==> src/rtl/sseg_scan_ctrl.sv <==
// sseg_scan_ctrl: 4-digit seven-segment scan controller with a frame-committed display value,
// blanking, decimal points, leading-zero suppression, PWM dimming and a per-slot guard cycle.
module sseg_scan_ctrl #(
  parameter int TICK_DIV = 100000,
  parameter int PWM_BITS = 4
) (
  input  logic                clk,
  input  logic                btnC,
  input  logic                load,
  input  logic [15:0]         value,
  output logic                pend,
  input  logic                lz_en,
  input  logic [3:0]          blank_mask,
  input  logic [3:0]          dp_mask,
  input  logic [PWM_BITS-1:0] bright,
  output logic [3:0]          an,
  output logic [3:0]          hex_num,
  output logic                dp,
  output logic [1:0]          digit_idx,
  output logic                frame_tick
);
  localparam int TW = $clog2(TICK_DIV);
  logic [TW-1:0] tick_cnt;
  logic [PWM_BITS-1:0] pwm_cnt;
  logic [15:0] active, shadow;
  logic wrap, frame_end, sup, lit;
  logic [3:0] nib;
  always_comb begin
    wrap = tick_cnt == TW'(TICK_DIV - 1);
    frame_end = wrap && digit_idx == 2'd3;
    nib = active[{digit_idx, 2'b00} +: 4];
    sup = lz_en && digit_idx != 2'd0 && (active >> {digit_idx, 2'b00}) == 16'd0;
    lit = tick_cnt != '0 && !blank_mask[digit_idx] && !sup && pwm_cnt < bright;
  end
  assign frame_tick = frame_end;
  // a load coinciding with a commit keeps pend set so the new value lands next frame
  always_ff @(posedge clk or negedge btnC)
    if (!btnC) begin
      tick_cnt <= '0;
      digit_idx <= 2'd0;
      pwm_cnt <= '0;
      active <= 16'd0;
      shadow <= 16'd0;
      pend <= 1'b0;
      an <= 4'b1111;
      hex_num <= 4'd0;
      dp <= 1'b1;
    end else begin
      tick_cnt <= wrap ? '0 : tick_cnt + 1'b1;
      if (wrap) digit_idx <= digit_idx + 2'd1;
      pwm_cnt <= pwm_cnt + 1'b1;
      if (frame_end && pend) active <= shadow;
      if (load) shadow <= value;
      pend <= load || (pend && !frame_end);
      an <= ~((4'b0001 << digit_idx) & {4{lit}});
      hex_num <= nib;
      dp <= ~(dp_mask[digit_idx] & lit);
    end
endmodule

==> config.mk <==
export PLATFORM = sky130hd
export DESIGN_NAME = sseg_scan_ctrl
export DESIGN_NICKNAME = d
export VERILOG_FILES = /design/src/rtl/sseg_scan_ctrl.sv
export SDC_FILE = /design/constraint.sdc
export NUM_CORES = 1
export LEC_CHECK = 0
export BUFFER_PORTS_ARGS = -buffer_cell sky130_fd_sc_hd__buf_2
export CAP_MARGIN = 0
export CORE_MARGIN = 2
export CORE_UTILIZATION = 55
export CTS_CLUSTER_SIZE = 40
export DETAILED_ROUTE_END_ITERATION = 10
export PLACE_DENSITY = 0.79
export SYNTH_ARGS = -nofsm -noshare
export SYNTH_HDL_FRONTEND = slang
export SYNTH_SLANG_ARGS = --single-unit
==> constraint.sdc <==
create_clock -name clk -period 3.4 [get_ports clk]
set_input_delay 0 -clock clk [delete_from_list [all_inputs] [get_ports clk]]
set_output_delay 0 -clock clk [all_outputs]
set_load 0.1 [all_outputs]
==> results of run 1 <==
==> flip-flops by register name (all words and copies together), names as in the netlist <==
register and cells:
hex_num 4, dp 1, tick_cnt 17, pend 1
active 16, an 4, shadow 16, pwm_cnt 4
digit_idx 2
==> worst register-to-register path, cell delays in order (launching register included) <==
cell and delay, ns:
dfrtp_1 0.70, mux4_2 0.59, or2_0 0.24, a2111o_1 0.41, nand4_1 0.13
==> final timing paths <==
path | to | startpoint | slack [ns]
min in group asynchronous | hex_num[2] | btnC | 0.20
min reg2reg | pwm_cnt[0] | pwm_cnt[0] | 0.49
min | dp | dp_mask[0] | 0.05
max reg2reg | an[3] | digit_idx[0] | 1.26
max in group asynchronous | an[2] | btnC | 2.28
max | frame_tick | digit_idx[0] | 1.14
==> area by class of cell <==
cell class,count,area (µm²)
inverter,10,37.54
clock buffer,10,137.6
multi-input combinational,134,1250
tap,70,87.58
sequential,65,1633
timing repair buffer,64,412.9
fill,381,1531
clock inverter,6,50.05
==> stage by stage <==
stage          utilization, %  power [µW]  instances  worst slack [ns]
6_report                70.20        1498        359             1.137
5_1_grt                 70.20        1566        359            0.9337
4_1_cts                 70.20        1523        359             1.083
3_5_place_dp            63.24       897.4        326             1.306
3_3_place_gp            63.24       894.6        326             1.365
2_1_floorplan               -       856.6        215           0.01601
==> cell usage after synthesis, drive strengths merged, types with 3 or more instances <==
cell     n  share of area [%]
clkbuf   3               0.38
mux2    33                 14
dfstp    5                4.4
nand4    6                1.3
inv     10                1.3
nor3     5               0.85
nor2    12                1.5
xor2     7                2.1
nand2    7                1.2
dfrtp   60                 51
nor4     7                2.2
mux4     6                4.6
nand3    9                1.5
and4     4                1.3
buf      3                1.1
ha      10                4.2
o211ai   3               0.76
xnor2   10                3.0
==> cell families after synthesis <==
logic type / count (synthesis) / share of synthesized area [%]
AND/OR/NAND/NOR: 58 / 11.81
buffers and inverters: 16 / 2.708
multiplexers: 39 / 18.41
AO/OA/AOI/OAI: 10 / 2.581
adder cells (fa/ha/maj): 10 / 4.232
flip-flops: 65 / 55.23
XOR/XNOR: 17 / 5.036
==> power by group through the flow <==
stage,combinational [µW],clock [µW],sequential (µW)
2_1_floorplan,30.0,0,827
3_3_place_gp,75.5,0,819
3_5_place_dp,77.6,0,820
4_1_cts,92.3,626,805
5_1_grt,100,658,808
6_report,90.0,603,805
==> per-layer routing <==
metal / up-vias / wire length [µm] / global-route usage [%]
met5: - / 0 / 0
met4: 0 / 65 / 7.321
met3: 7 / 195 / 7.882
met2: 31 / 2794 / 33.74
met1: 933 / 2286 / 24.94
li1: 913 / - / -
==> results.rst, run 1 <==
.. list-table::
   :header-rows: 1

   * - Metric
     - Value
   * - Run status
     - completed
   * - Post-cts resize count
     - 0
   * - Static leakage
     - roughly 0.0017 µW
   * - Die area
     - ~6000 µm²
   * - Post-Synthesis Mean Instance Area
     - 13.75 µm²
   * - Layout overhead on the synthesized area
     - 22.05%
   * - Aggregate global-route resource usage
     - around a fifth
   * - Routed WL per cell
     - about 15 µm
   * - Synth Instances
     - around 220
   * - Number of buffers on the longest clock path
     - 2
   * - Final std cell area, no fill
     - between 3000 and 4000 µm²
   * - Total Routed Length
     - ~5.3 mm
   * - Worst slew pin tran
     - ~0.64 ns
   * - Hold Fails Final Rpt
     - 0
   * - 1st-iter DRT viols
     - 88
   * - Count of unique library cells instantiated by Yosys
     - between 40 and 50
   * - Largest vdd supply drop
     - between 200 and 300 µV
   * - Relative contribution of the clock network to total power
     - 40.3%
   * - Site row count
     - 26
   * - Area of the core
     - 5140 µm²
   * - CTS tree
     - yes
   * - Internal power
     - 1133 µW
   * - Total net switching power
     - between 300 and 400 µW
   * - Post-CTS Hold Fix Bufs
     - 17
   * - Delay of the slowest critical-path stage
     - approximately 0.7 ns
   * - Placer Congestion
     - roughly 0.79
   * - Number of setup violations in the final report
     - 0
   * - Remaining antenna violation count
     - 0
   * - Most common cell after layout, fill and taps aside
     - dfrtp_1
   * - Number of stages on the worst setup path
     - 4
   * - Number of synthesized register bits
     - 65
   * - Latest clock arrival within the worst-skew pair
     - roughly 0.34 ns
   * - Detail-routed via count per cell
     - ~5.2
   * - Number of cells on the worst reg-to-reg path
     - 4
   * - Count of boundary I/O pins
     - between 40 and 50
   * - Overflow left after global routing
     - 0
   * - Synth Flop Type
     - dfrtp_1
   * - Endpoint kind of the worst setup timing path
     - primary output
   * - Hpwl dp
     - 3.754 mm
   * - Placed inst area
     - between 3000 and 4000 µm²
   * - Total power density per cell area
     - approximately 420 nW/µm²
   * - Post-CTS setup repair buffer count
     - 0
   * - Number of pins exceeding their max-slew limit in the final report
     - 0
   * - Post-synthesis net count
     - 257
   * - Maximum number of pins on one net before global-route repair
     - 38
   * - Total via count after detailed routing
     - 1884
   * - CP Cell Sequence
     - ha_1 > inv_1 > nor4_2 > buf_2
   * - Part of the total power dissipated in sequential elements
     - approximately 54%
   * - Relative contribution of combinational cells to total power
     - 6.0%
   * - Switching part of the total power
     - between 20 and 25%
   * - Final clock period utilization by the worst path
     - between 60% and 70%
   * - Register clock-pin slew on the reported worst setup and hold paths
     - approximately 0.070 ns
   * - Required @ worst endpoint
     - about 3.4 ns
   * - Starting density of the core
     - a little under three fifths
   * - Critical path data arrival time
     - 2.26 ns
   * - Summed negative setup slack over all endpoints
     - 0 ns
   * - Setup Skew
     - 0.007052 ns
   * - Asr flop ratio synth
     - 100.0%
   * - NumNets Final
     - between 300 and 400
   * - Antenna cell count
     - 0
   * - Number of remaining DRC errors
     - 0
   * - Synth Cell Area
     - 2957 µm²
   * - Number of H-tree branching levels
     - 3
   * - Register area share after synthesis
     - 55.23%
   * - Post-route minimum period
     - 2.263 ns
   * - Top achievable clock speed
     - 442.0 MHz
   * - Vias in the first global route
     - slightly below 2000
   * - First-pass GRT wire length
     - around 9.3 mm
   * - Kind of path behind the tightest hold check
     - input port to flip-flop
   * - Clk Tree Root Cell
     - clkbuf_8
   * - WS Path Type
     - flip-flop to primary output
   * - Hold WS
     - ~0.050 ns
   * - Highest-count cells in the layout ignoring fill and taps
     - 60 x dfrtp_1, 44 x buf_2, 23 x mux2_2
   * - Family of cells with the greatest summed delay on the critical path
     - flip-flops
   * - Number of buffers inserted during clock tree synthesis
     - 9
   * - Sink count of the clock tree
     - 65
   * - Unrepaired setup endpoints after global routing
     - false
   * - Die outline height
     - 77.32 µm
   * - Number of antenna violations at the first check in global routing
     - 0
   * - Worst slew slack as a fraction of its limit
     - between 50% and 60%
   * - Number of flops mapped to enable cells by yosys
     - 0
   * - Worst Setup Start Kind
     - flip-flop
   * - Highest fanout seen on the critical path
     - 13
   * - Share of final-layout standard cells stronger than drive strength 1
     - between 30% and 40%
   * - Cell with the largest stage delay on the worst path
     - dfrtp_1
   * - Buffering stage count on the worst path with inverters included
     - 2
   * - Yosys Warn Count
     - 0
   * - Die span in x
     - 77.32 µm
   * - Port Buffer Count
     - 44
   * - MaxCap Viol Count
     - 0
   * - Worst Hold Path Cells
     - 3
   * - First-pass iteration count of the detailed router
     - 4
(Power assumes the default switching activity.)
==> inputs of run 2 (changes only) <==
- clock period: 3.4 -> 2.35 ns (I/O delays scaled with it)
==> results.rst, run 2 (synthesis gave the netlist of run 1 again) <==
.. list-table::
   :header-rows: 1

   * - Metric
     - Value
   * - First-pass GRT wire length
     - 9.749 mm (+4.7%)
   * - Remaining antenna violation count
     - 0 (unchanged)
   * - Worst Hold Path Cells
     - 3 (unchanged)
   * - Number of antenna violations at the first check in global routing
     - 0 (unchanged)
   * - Worst slew slack as a fraction of its limit
     - 65.84% (+8.3 points)
   * - WS Path Type
     - flip-flop to primary output
   * - Cells after DPL
     - 328 (+0.61%)
   * - Static leakage
     - 0.001733 µW (+0.68%)
   * - Kind of path behind the tightest hold check
     - input port to flip-flop
   * - Aggregate global-route resource usage
     - 21.56% (+0.94 points)
   * - Top achievable clock speed
     - 467.9 MHz
   * - Port Buffer Count
     - 44 (unchanged)
   * - Detail-routed via count per cell
     - 5.375 (+2.4%)
   * - Filler cell count in the final layout
     - 380 (-0.26%)
   * - Antenna cell count
     - 0 (unchanged)
   * - Number of remaining DRC errors
     - 0 (unchanged)
   * - Final non-filler cell total
     - 360 (+0.28%)
   * - First-pass iteration count of the detailed router
     - 4 (unchanged)
   * - Layout overhead on the synthesized area
     - 22.05% (unchanged)
   * - Unrepaired setup endpoints after global routing
     - false
   * - Final clock period utilization by the worst path
     - around nine tenths
   * - Hpwl dp
     - 4.003 mm (+6.6%)
   * - Combined area of the multi-input logic cells
     - 1259 µm² (+0.70%)
   * - Latest clock arrival within the worst-skew pair
     - 0.34 ns (about the same)
   * - Vias in the first global route
     - 2163 (+9.6%)
   * - 1st-iter DRT viols
     - 96 (+9.1%)
   * - Largest regs
     - tick_cnt (17), active (16), shadow (16)
   * - Count of boundary I/O pins
     - 45 (unchanged)
   * - CP Cell Sequence
     - ha_1 > and4_4 > nand2_4 > nor4_4 > buf_2
   * - Post-route minimum period
     - 2.137 ns
   * - Number of H-tree branching levels
     - 3 (unchanged)
   * - Critical path data arrival time
     - 2.14 ns (-0.12 ns)
   * - Clk Tree Root Cell
     - clkbuf_8
   * - Highest-count cells in the layout ignoring fill and taps
     - 58 x dfrtp_1, 44 x buf_2, 23 x mux2_2
   * - Required @ worst endpoint
     - 2.35 ns (-1.05 ns)
   * - Cell with the largest stage delay on the worst path
     - buf_2
   * - Run status
     - completed
   * - NumNets Final
     - 328 (+0.61%)
   * - Delay of the slowest critical-path stage
     - 0.47 ns (-0.23 ns)
   * - Number of buffers inserted during clock tree synthesis
     - 9 (unchanged)
   * - Maximum number of pins on one net before global-route repair
     - 22 (-42%)
   * - Overflow left after global routing
     - 0 (unchanged)
   * - Placer Congestion
     - 0.8781 (+11%)
   * - Combined flip-flop and latch cell area
     - 1635 µm² (+0.15%)
   * - Total power density per cell area
     - 576.8 nW/µm² (+39%)
   * - Site row count
     - 26 (unchanged)
   * - Worst slew pin tran
     - 0.5058 ns (-0.1313 ns)
   * - MaxCap Viol Count
     - 0 (unchanged)
   * - Most common cell after layout, fill and taps aside
     - dfrtp_1
   * - Number of pins exceeding their max-slew limit in the final report
     - 0 (unchanged)
   * - CTS tree
     - yes
   * - Total net switching power
     - 486.0 µW (+33%)
   * - Highest fanout seen on the critical path
     - 6 (-7)
   * - Switching part of the total power
     - 23.35% (-0.98 points)
   * - Largest vdd supply drop
     - 440.9 µV (+59%)
   * - Summed negative setup slack over all endpoints
     - 0 ns (unchanged)
   * - Die outline height
     - 77.32 µm (unchanged)
   * - Setup Skew
     - 0.007460 ns (+0.0004081 ns)
   * - Hold Fails Final Rpt
     - 0 (unchanged)
   * - Starting density of the core
     - 57.52% (unchanged)
   * - Hold path startpoint
     - dp_mask[0]
   * - Max reg flops
     - 17 (unchanged)
   * - Total via count after detailed routing
     - 1935 (+2.7%)
   * - Die area
     - 5978 µm² (unchanged)
   * - Routed WL per cell
     - 15.42 µm (+3.6%)
   * - Register clock-pin slew on the reported worst setup and hold paths
     - 0.07 ns (about the same)
   * - Die span in x
     - 77.32 µm (unchanged)
   * - Relative contribution of combinational cells to total power
     - 6.5% (+0.5 points)
   * - Part of the total power dissipated in sequential elements
     - 56.1% (+2.4 points)
   * - Internal power
     - 1596 µW (+41%)
   * - Number of setup violations in the final report
     - 0 (unchanged)
   * - Sink count of the clock tree
     - 65 (unchanged)
   * - Worst Setup Start Kind
     - flip-flop
   * - End point of the worst hold path
     - dp
   * - Total Routed Length
     - 5.551 mm (+3.9%)
   * - Relative contribution of the clock network to total power
     - 37.5% (-2.8 points)
   * - Endpoint kind of the worst setup timing path
     - primary output
   * - Capturing point of the worst reg2reg path
     - active[3]
   * - Register ranked first by flip-flop count
     - tick_cnt
   * - Reg2reg start
     - tick_cnt[0]
   * - Area of the core
     - 5140 µm² (unchanged)
   * - Number of buffers on the longest clock path
     - 2 (unchanged)
   * - Number of cells on the worst reg-to-reg path
     - 6 (+2)
   * - Worst reg-to-reg setup slack
     - 0.29 ns (-0.97 ns)
   * - Share of final-layout standard cells stronger than drive strength 1
     - 39.66% (+0.55 points)
==> run 2: final cells by class <==
cell class,count,share of cell area [%]
Clock inverter,5,0.9362
Clock buffer,10,3.537
Timing Repair Buffer,66,11.86
Sequential cell,65,45.32
Inverter,10,1.040
Multi-Input combinational cell,134,34.88
Tap cell,70,2.427
==> run 2: how the worst max path moves through the flow <==
stage,startpoint,end,slack (ns),depth (start not counted)
floorplan,digit_idx[0],pend,0.002,4
global placement,tick_cnt[0],active[2],0.35,6
detailed placement,tick_cnt[0],active[3],0.28,6
CTS,tick_cnt[0],frame_tick,0.18,5
global route,tick_cnt[0],frame_tick,0.1,5
finish,tick_cnt[0],frame_tick,0.21,5
==> run 2: repair_timing <==
action	CTS	global route
hold buffers	17	0
gates resized for setup	0	0
buffers inserted	0	0
hold endpoints to repair	76	0
==> run 2: stage by stage <==
stage | utilization [%] | total power, µW | setup WS (ns) | hold slack (ns) | instance area (µm²)
4_1_cts | 70.20 | 2109 | 0.1832 | 0.05489 | 3608
2_1_floorplan | - | 1239 | 0.002334 | -0.2956 | 2974
3_5_place_dp | 63.75 | 1304 | 0.2781 | -0.09101 | 3277
6_report | 70.20 | 2082 | 0.2128 | 0.06798 | 3608
5_1_grt | 70.20 | 2181 | 0.09888 | 0.08037 | 3608
3_3_place_gp | 63.75 | 1297 | 0.3461 | -0.1004 | 3277
==> run 2: critical path, delay by kind of cell, from the launching register on <==
kind | cells | cell delay (ns)
AND/OR/NAND/NOR | 3 | 0.70
flip-flops | 1 | 0.40
adder cells (fa/ha/maj) | 1 | 0.23
buffers and inverters | 1 | 0.47
==> run 2: power by group through the flow <==
stage	clock, µW	sequential, µW	combinational (µW)
final	780	1170	135
after global routing	861	1170	151
after CTS	805	1170	137
after detailed placement	0	1190	116
after global placement	0	1190	111
after floorplan	0	1200	43.4
==> run 2: layer usage <==
layer	vias to the layer above	global-route usage [%]	wire, µm
li1	919	-	-
met5	-	0	0
met3	10	7.765	235
met1	949	25.40	2315
met4	0	10.00	102
met2	57	35.22	2898
==> inputs of run 3 (changes only) <==
- CORE_MARGIN: 2 -> not set
==> results.rst, run 3 (synthesis gave the netlist of run 1 again) <==
.. list-table::
   :header-rows: 1

   * - Metric
     - Value
   * - Run status
     - completed
   * - Antenna cell count
     - 0 (unchanged)
   * - Vias in the first global route
     - 1950 (-9.8%)
   * - Number of setup violations in the final report
     - 0 (unchanged)
   * - Register clock-pin slew on the reported worst setup and hold paths
     - 0.06 ns (about the same)
   * - Detail-routed via count per cell
     - 5.376 (about the same)
   * - End-of-flow core utilization
     - 70.40% (+0.19 points)
   * - Summed negative setup slack over all endpoints
     - 0 ns (unchanged)
   * - Number of buffers on the longest clock path
     - 2 (unchanged)
   * - Worst Setup Start Kind
     - flip-flop
   * - Die span in x
     - 75.32 µm (-2.6%)
   * - Number of pins exceeding their max-slew limit in the final report
     - 0 (unchanged)
   * - Routed WL per cell
     - 14.79 µm (-4.1%)
   * - Endpoint kind of the worst setup timing path
     - primary output
   * - Die outline height
     - 75.32 µm (-2.6%)
   * - Total net switching power
     - 474.1 µW (-2.4%)
   * - Layout overhead on the synthesized area
     - 22.39%
   * - Highest fanout seen on the critical path
     - 6 (unchanged)
   * - WS Path Type
     - flip-flop to primary output
   * - Number of H-tree branching levels
     - 3 (unchanged)
   * - Largest regs
     - tick_cnt (17), active (16), shadow (16)
   * - Static leakage
     - 0.001743 µW (+0.58%)
   * - Number of antenna violations at the first check in global routing
     - 0 (unchanged)
   * - Hpwl dp
     - 3.780 mm (-5.6%)
   * - Worst slew slack as a fraction of its limit
     - 53.87% (-12 points)
   * - Total power density per cell area
     - 589.0 nW/µm² (+2.1%)
   * - Required @ worst endpoint
     - 2.35 ns (about the same)
   * - Starting density of the core
     - 57.52% (unchanged)
   * - Switching part of the total power
     - 22.24% (-1.1 points)
   * - Total Routed Length
     - 5.309 mm (-4.4%)
   * - Count of boundary I/O pins
     - 45 (unchanged)
   * - Kind of path behind the tightest hold check
     - input port to flip-flop
   * - Relative contribution of combinational cells to total power
     - 6.3% (-0.2 points)
   * - Aggregate global-route resource usage
     - 22.55% (+1.0 points)
   * - Max reg flops
     - 17 (unchanged)
   * - Cell with the largest stage delay on the worst path
     - buf_2
   * - Number of remaining DRC errors
     - 0 (unchanged)
   * - Number of buffers inserted during clock tree synthesis
     - 9 (unchanged)
   * - Register ranked first by flip-flop count
     - tick_cnt
   * - MaxCap Viol Count
     - 0 (unchanged)
   * - Overflow left after global routing
     - 0 (unchanged)
   * - Delay of the slowest critical-path stage
     - 0.47 ns (about the same)
   * - Remaining antenna violation count
     - 0 (unchanged)
   * - Placed inst area
     - 3274 µm² (about the same)
   * - Hold WS
     - 0.06475 ns (-0.003232 ns)
   * - First-pass iteration count of the detailed router
     - 4 (unchanged)
   * - 1st-iter DRT viols
     - 102 (+6.3%)
   * - Hold Fails Final Rpt
     - 0 (unchanged)
   * - Unrepaired setup endpoints after global routing
     - false
   * - Post-CTS setup repair buffer count
     - 0 (unchanged)
   * - Site row count
     - 26 (unchanged)
   * - Family of cells with the greatest summed delay on the critical path
     - simple AND/OR/NAND/NOR gates
   * - NumNets Final
     - 326 (-0.61%)
   * - Post-route minimum period
     - 2.123 ns (-0.01370 ns)
   * - Final clock period utilization by the worst path
     - 90.36% (-0.58 points)
   * - CTS tree
     - yes
   * - Buffering stage count on the worst path with inverters included
     - 1 (unchanged)
   * - Most common cell after layout, fill and taps aside
     - dfrtp_1
   * - Top achievable clock speed
     - 470.9 MHz (+0.64%)
   * - Clk Tree Root Cell
     - clkbuf_8
   * - Largest vdd supply drop
     - 474.9 µV (+7.7%)
   * - Part of the total power dissipated in sequential elements
     - 54.7% (-1.4 points)
   * - Relative contribution of the clock network to total power
     - 39.0% (+1.5 points)
   * - Maximum number of pins on one net before global-route repair
     - 37 (+68%)
   * - Share of final-layout standard cells stronger than drive strength 1
     - 39.10% (-0.55 points)
   * - Final std cell area, no fill
     - 3618 µm² (+0.28%)
   * - Die area
     - 5673 µm² (-5.1%)
   * - Internal power
     - 1657 µW (+3.9%)
   * - First-pass GRT wire length
     - 9.080 mm (-6.9%)
   * - Setup Skew
     - 0.006252 ns (-0.001207 ns)
   * - Sink count of the clock tree
     - 65 (unchanged)
   * - Highest-count cells in the layout ignoring fill and taps
     - 58 x dfrtp_1, 44 x buf_2, 23 x mux2_2
   * - Latest clock arrival within the worst-skew pair
     - 0.34 ns (about the same)
   * - Area of the core
     - 5140 µm² (unchanged)
   * - Total via count after detailed routing
     - 1930 (-0.26%)
   * - CP Cell Sequence
     - ha_1 > and4_4 > nand2_4 > nor4_4 > buf_2
   * - Worst slew pin tran
     - 0.6920 ns (+0.1861 ns)
   * - Placer Congestion
     - 0.8397 (-4.4%)
   * - Critical path data arrival time
     - 2.12 ns (-0.02 ns)
   * - Port Buffer Count
     - 44 (unchanged)
[run 3: changes by cell type in the layout (fill, tap and decap cells not counted), sizes merged]
cell	delta
buf	-2
clkbuf	+3
clkinvlp	-2
[run 3: worst paths after layout]
kind | slack (ns) | cells after the start | start | to
setup / recovery | 0.23 | 5 | tick_cnt[0] | frame_tick
hold / removal | 0.06 | 3 | dp_mask[0] | dp
setup reg to reg | 0.29 | 6 | tick_cnt[0] | active[2]
hold reg to reg | 0.49 | 1 | pwm_cnt[3] | pwm_cnt[3]
max in group asynchronous | 1.42 | 3 | btnC | an[2]
min in group asynchronous | 0.24 | 2 | btnC | pwm_cnt[3]
[run 3: final cells by class]
class | count | area [µm²]
Timing Repair Buffer | 64 | 425.4
Fill cell | 383 | 1521
Inverter | 10 | 37.54
Clock inverter | 3 | 15.01
Multi-Input combinational cell | 134 | 1259
Sequential cell | 65 | 1635
Clock buffer | 13 | 158.9
Tap cell | 70 | 87.58
[run 3: tightest hold or removal path: cells and delay by family]
kind / cells / cell delay (ns)
muxes: 1 / 0.22
and+or+nand+nor: 1 / 0.10
buffers and inverters: 1 / 0.07
[run 3: per-stage QoR]
stage	cells	total power [µW]	setup slack (ns)
after detailed placement	326	1303	0.2764
after floorplan	215	1239	0.002334
final	359	2131	0.2265
after global placement	326	1297	0.3386
after CTS	359	2158	0.2014
after global routing	359	2211	0.09729
[run 3: repair_timing]
item,CTS,global route
hold buffers,17,0
gates resized for setup,0,0
endpoints found under the hold margin,45,0
[run 3: power groups by stage]
stage               registers [µW]  logic, µW  clock network (µW)
floorplan                     1200       43.4                   0
CTS                           1170        136                 855
global placement              1190        112                   0
global route                  1170        150                 891
detailed placement            1190        116                   0
finish                        1170        134                 831
[run 3: layer usage]
metal | up-vias | routed length [µm] | track usage, %
li1 | 915 | - | -
met1 | 975 | 2343 | 27.28
met2 | 30 | 2678 | 37.10
met3 | 10 | 157 | 5.026
met4 | 0 | 130 | 13.79
met5 | - | 0 | 0
